$ cat config.mk
export PLATFORM = sky130hd
export DESIGN_NAME = truth_table_sweeper
export DESIGN_NICKNAME = d
export VERILOG_FILES = /design/src/rtl/truth_table_sweeper.sv
export SDC_FILE = /design/constraint.sdc
export NUM_CORES = 1
export LEC_CHECK = 0
export CORE_MARGIN = 3
export CORE_UTILIZATION = 50
export CTS_BUF_LIST = sky130_fd_sc_hd__clkbuf_8
export CTS_CLUSTER_DIAMETER = 100
export DETAILED_ROUTE_END_ITERATION = 10
export PLACE_DENSITY = 0.87
export SYNTH_ARGS = -nofsm -noshare
export SYNTH_HDL_FRONTEND = slang
export SYNTH_SLANG_ARGS = --single-unit
$ cat constraint.sdc
create_clock -name clk -period 3.47 [get_ports clk]
set_input_delay 0.347 -clock clk [delete_from_list [all_inputs] [get_ports clk]]
set_output_delay 0.347 -clock clk [all_outputs]
set_load 0.05 [all_outputs]
$ cat src/rtl/truth_table_sweeper.sv
// Truth-table equivalence sweeper: snapshots two N-input tables and walks
// every minterm, streaming both outputs and accumulating match statistics.
module truth_table_sweeper #(
    parameter int N                = 4,
    parameter bit STOP_ON_MISMATCH = 1'b0
) (
    input  logic            clk,
    input  logic            reset,
    input  logic            start,
    input  logic [2**N-1:0] tt_a,
    input  logic [2**N-1:0] tt_b,
    output logic            busy,
    output logic            valid,
    output logic [N-1:0]    idx,
    output logic            sa,
    output logic            sb,
    output logic            mismatch,
    output logic [N:0]      ones_a,
    output logic [N:0]      ones_b,
    output logic [N:0]      err_cnt,
    output logic [N-1:0]    first_err,
    output logic            first_err_vld,
    output logic            done,
    output logic            equal,
    output logic            aborted
);

    localparam logic [1:0] S_IDLE  = 2'd0;
    localparam logic [1:0] S_SWEEP = 2'd1;
    localparam logic [1:0] S_DONE  = 2'd2;

    localparam logic [N-1:0] LAST = {N{1'b1}};

    logic [1:0]      state_q, state_d;
    logic [N-1:0]    idx_q, idx_d;
    logic [2**N-1:0] snap_a_q, snap_a_d;
    logic [2**N-1:0] snap_b_q, snap_b_d;
    logic [N:0]      ones_a_q, ones_a_d;
    logic [N:0]      ones_b_q, ones_b_d;
    logic [N:0]      err_q, err_d;
    logic [N-1:0]    ferr_q, ferr_d;
    logic            ferr_vld_q, ferr_vld_d;
    logic            equal_q, equal_d;
    logic            aborted_q, aborted_d;

    logic sa_w, sb_w, sweep_w, mis_w;

    assign sweep_w = (state_q == S_SWEEP);
    assign sa_w    = snap_a_q[idx_q];
    assign sb_w    = snap_b_q[idx_q];
    assign mis_w   = sweep_w & (sa_w ^ sb_w);

    always_comb begin
        state_d    = state_q;
        idx_d      = idx_q;
        snap_a_d   = snap_a_q;
        snap_b_d   = snap_b_q;
        ones_a_d   = ones_a_q;
        ones_b_d   = ones_b_q;
        err_d      = err_q;
        ferr_d     = ferr_q;
        ferr_vld_d = ferr_vld_q;
        equal_d    = equal_q;
        aborted_d  = aborted_q;
        case (state_q)
            S_IDLE: begin
                if (start) begin
                    state_d    = S_SWEEP;
                    snap_a_d   = tt_a;
                    snap_b_d   = tt_b;
                    idx_d      = '0;
                    ones_a_d   = '0;
                    ones_b_d   = '0;
                    err_d      = '0;
                    ferr_d     = '0;
                    ferr_vld_d = 1'b0;
                    equal_d    = 1'b0;
                    aborted_d  = 1'b0;
                end
            end
            S_SWEEP: begin
                ones_a_d = ones_a_q + (N+1)'(sa_w);
                ones_b_d = ones_b_q + (N+1)'(sb_w);
                err_d    = err_q + (N+1)'(mis_w);
                if (mis_w && !ferr_vld_q) begin
                    ferr_d     = idx_q;
                    ferr_vld_d = 1'b1;
                end
                // Last minterm wins over abort so idx never wraps.
                if (idx_q == LAST) begin
                    state_d = S_DONE;
                end else if (STOP_ON_MISMATCH && mis_w) begin
                    state_d   = S_DONE;
                    aborted_d = 1'b1;
                end else begin
                    idx_d = idx_q + N'(1);
                end
            end
            S_DONE: begin
                equal_d = (err_q == '0) && !aborted_q;
                state_d = S_IDLE;
            end
            default: state_d = S_IDLE;
        endcase
    end

    always_ff @(posedge clk) begin
        if (reset) begin
            state_q    <= S_IDLE;
            idx_q      <= '0;
            snap_a_q   <= '0;
            snap_b_q   <= '0;
            ones_a_q   <= '0;
            ones_b_q   <= '0;
            err_q      <= '0;
            ferr_q     <= '0;
            ferr_vld_q <= 1'b0;
            equal_q    <= 1'b0;
            aborted_q  <= 1'b0;
        end else begin
            state_q    <= state_d;
            idx_q      <= idx_d;
            snap_a_q   <= snap_a_d;
            snap_b_q   <= snap_b_d;
            ones_a_q   <= ones_a_d;
            ones_b_q   <= ones_b_d;
            err_q      <= err_d;
            ferr_q     <= ferr_d;
            ferr_vld_q <= ferr_vld_d;
            equal_q    <= equal_d;
            aborted_q  <= aborted_d;
        end
    end

    assign busy          = (state_q != S_IDLE);
    assign valid         = sweep_w;
    assign idx           = idx_q;
    assign sa            = sa_w;
    assign sb            = sb_w;
    assign mismatch      = mis_w;
    assign ones_a        = ones_a_q;
    assign ones_b        = ones_b_q;
    assign err_cnt       = err_q;
    assign first_err     = ferr_q;
    assign first_err_vld = ferr_vld_q;
    assign done          = (state_q == S_DONE);
    assign equal         = equal_q;
    assign aborted       = aborted_q;

endmodule
==> impl_metrics.ini <==
[run_status]
status = finished, final reports clean

[critical_path]
r2r_cells = 10
end_kind = output pin
r2r-end = err_cnt[4]
reg2reg_slack_ns = 0.39
cp.arrival_ns = 2.80
critPathLaunchType = flop
path_class = reg2out
r2r-start = idx[1]
critical_path_required_ns = 3.12
crit_fanout = 13

[sta]
fin_skew_ns = 0.0102
fin_crit_ns = 3.15
setup_viol = 0
tightest_slew_ns = 1.03
holdWs_ns = 0.455
timing.final.crit_share = 0.907
fmax_mhz = 318
slew_violations = 0
finalWorstSetupSlack_ns = 0.324
setup_tns_ns = 0
hold_violations = 0
maxSlewHeadroom = 0.311
rsz0062_at_grt = no

[min_path]
hold_depth = 2
hp-class = reg2reg
hold_end = snap_b_q[12]
hold_start = snap_b_q[12]

[synthesis]
syn_area_um2 = 2620
ys.warnings.count = 0
synth_top_area_share = 0.451
synthArstFlopShare = 0
syn_nets = 351
synth_edf_count = 0
synth_flop_cell = dfxtp_1
synth_area_leaders = dfxtp_1 (45%), nand2_1 (11%), a21oi_1 (11%)
ys_ff_latch = 59
syn_inst = 309
ys_types = 31
yosys.area.top_type = dfxtp_1
seq_area_frac_synth = 0.451
avgSynthCellArea_um2 = 8.47

[cts]
clk_latency_ns = 0.33
cts_resized = 0
cts_buffer_depth = 2
clkTransAtPathRegs_ns = 0.06
tritoncts = done
cts_root_buf = clkbuf_8
hold_buffers = 0
numCtsBuffers = 9
cts_post_setup_buffers_inserted = 0
cts_num_sinks = 59
htree_levels = 3

[route]
drc = 0
drtPass1Iterations = 4
via_per_inst = 5.36
wirelength_um = 5770
vias = 2348
routedWlPerCell_um = 13.2
dr.first_iter.drc_count = 98
ant_nets = 0

[global_route]
first_global_vias = 2268
track_usage = 0.197
antenna_found_initial = 0
grt_max_degree = 60
grt_pass1_wl_um = 9520
overflow = 0

[final_layout]
antenna_cells = 0
stdcell_count = 438
finish.utilization = 0.708
drive_above_1_share = 0.0755
syn2layout_area_growth_pct = 32.0
fin_nets = 408
final_cell_area_um2 = 3450

[pwr]
p_leak_nw = 1.29
ir_drop_mv = 0.286
p_total_mw = 1.47
p_per_area_nw_per_um2 = 426

[floorplan]
core_um2 = 4880
die_h_um = 78.3
ios = 67
start_util = 0.536
rows = 25
die_area_um2 = 6140
die_w_um = 78.3

[place]
portBuffers = 65
hpwl_um = 3990
placed_area_um2 = 3280
dp.cells = 422
gp_congestion = 0.774
post-place-ws_ns = 0.382

[run]
drv_cap = 0
-- Yosys cell counts, types with 2 or more instances --
master     n
nor2_1    13
ha_1       7
nand2b_1   2
nor3_1     5
a21oi_1   55
mux4_1     7
nand2_1   79
xor2_1     2
nand4_1    7
o211ai_1   4
xnor2_1    2
o21ai_0    3
or2_2      5
clkbuf_1  19
dfxtp_1   59
and2_1     2
nand3_1   19
mux2i_1    6
-- sequential cells by signal (all words and copies together) (netlist names) --
| name | cells |
|---|---|
| snap_a_q | 16 |
| first_err | 4 |
| ones_a | 5 |
| snap_b_q | 16 |
| ones_b | 5 |
| equal | 1 |
| first_err_vld | 1 |
| err_cnt | 5 |
| state_q | 2 |
| idx | 4 |
-- cells by family (layout without fill, tap and decap cells) --
kind of cell / count (synthesis) / after routing / synth area share
AOI/OAI and AO/OA: 63 / 63 / 0.125
xor gates and xnor gates: 4 / 4 / 0.0134
adders and majority gates: 7 / 7 / 0.0335
buffers and inverters: 25 / 87 / 0.0406
DFF: 59 / 59 / 0.451
muxes: 16 / 16 / 0.113
other: 1 / 1 / 0.00143
and+or+nand+nor: 134 / 134 / 0.221
-- layout by cell type, fill, tap and decap left out, types with 3 or more instances in the layout --
cell type	n
nand2_1	79
clkdlybuf4s50_1	63
dfxtp_1	59
a21oi_1	55
nand3_1	19
nor2_1	12
clkbuf_8	11
mux4_1	7
nand4_1	7
ha_1	7
mux2i_1	6
nor3_1	5
or2_2	5
buf_4	5
inv_1	4
o211ai_1	4
o21ai_0	3
-- report_power, final --
group          internal, mW  switching (mW)  leakage [nW]
Sequential            0.704          0.0175         0.481
Combinational        0.0892           0.120         0.706
Clock                 0.288           0.252         0.103
-- routing by layer --
layer,share of wire,GRT usage
met1,0.41,0.214
met2,0.51,0.342
met3,0.059,0.0608
met4,0.018,0.105
met5,0,0
-- area by class of cell --
class / count / area (um^2)
Inverter: 2 / 7.51
Timing Repair Buffer: 69 / 673
Multi-Input combinational cell: 225 / 1340
Clock buffer: 11 / 151
Fill cell: 405 / 1430
Tap cell: 67 / 83.8
Clock inverter: 5 / 21.3
Sequential cell: 59 / 1180
-- critical path, stage by stage (launching register included) --
cell             delay [ns]
dfxtp_1                0.68
mux4_1                 0.63
mux2i_1                0.24
mux2i_1                0.17
clkdlybuf4s50_1        0.75
-- worst max path at each step --
stage                            end   start
after floorplan           err_cnt[4]  idx[1]
after global placement    err_cnt[4]  idx[1]
after detailed placement  err_cnt[4]  idx[1]
after CTS                         sb  idx[1]
after global routing      err_cnt[4]  idx[1]
final                             sb  idx[1]
Power figures use the tool's default switching activity.
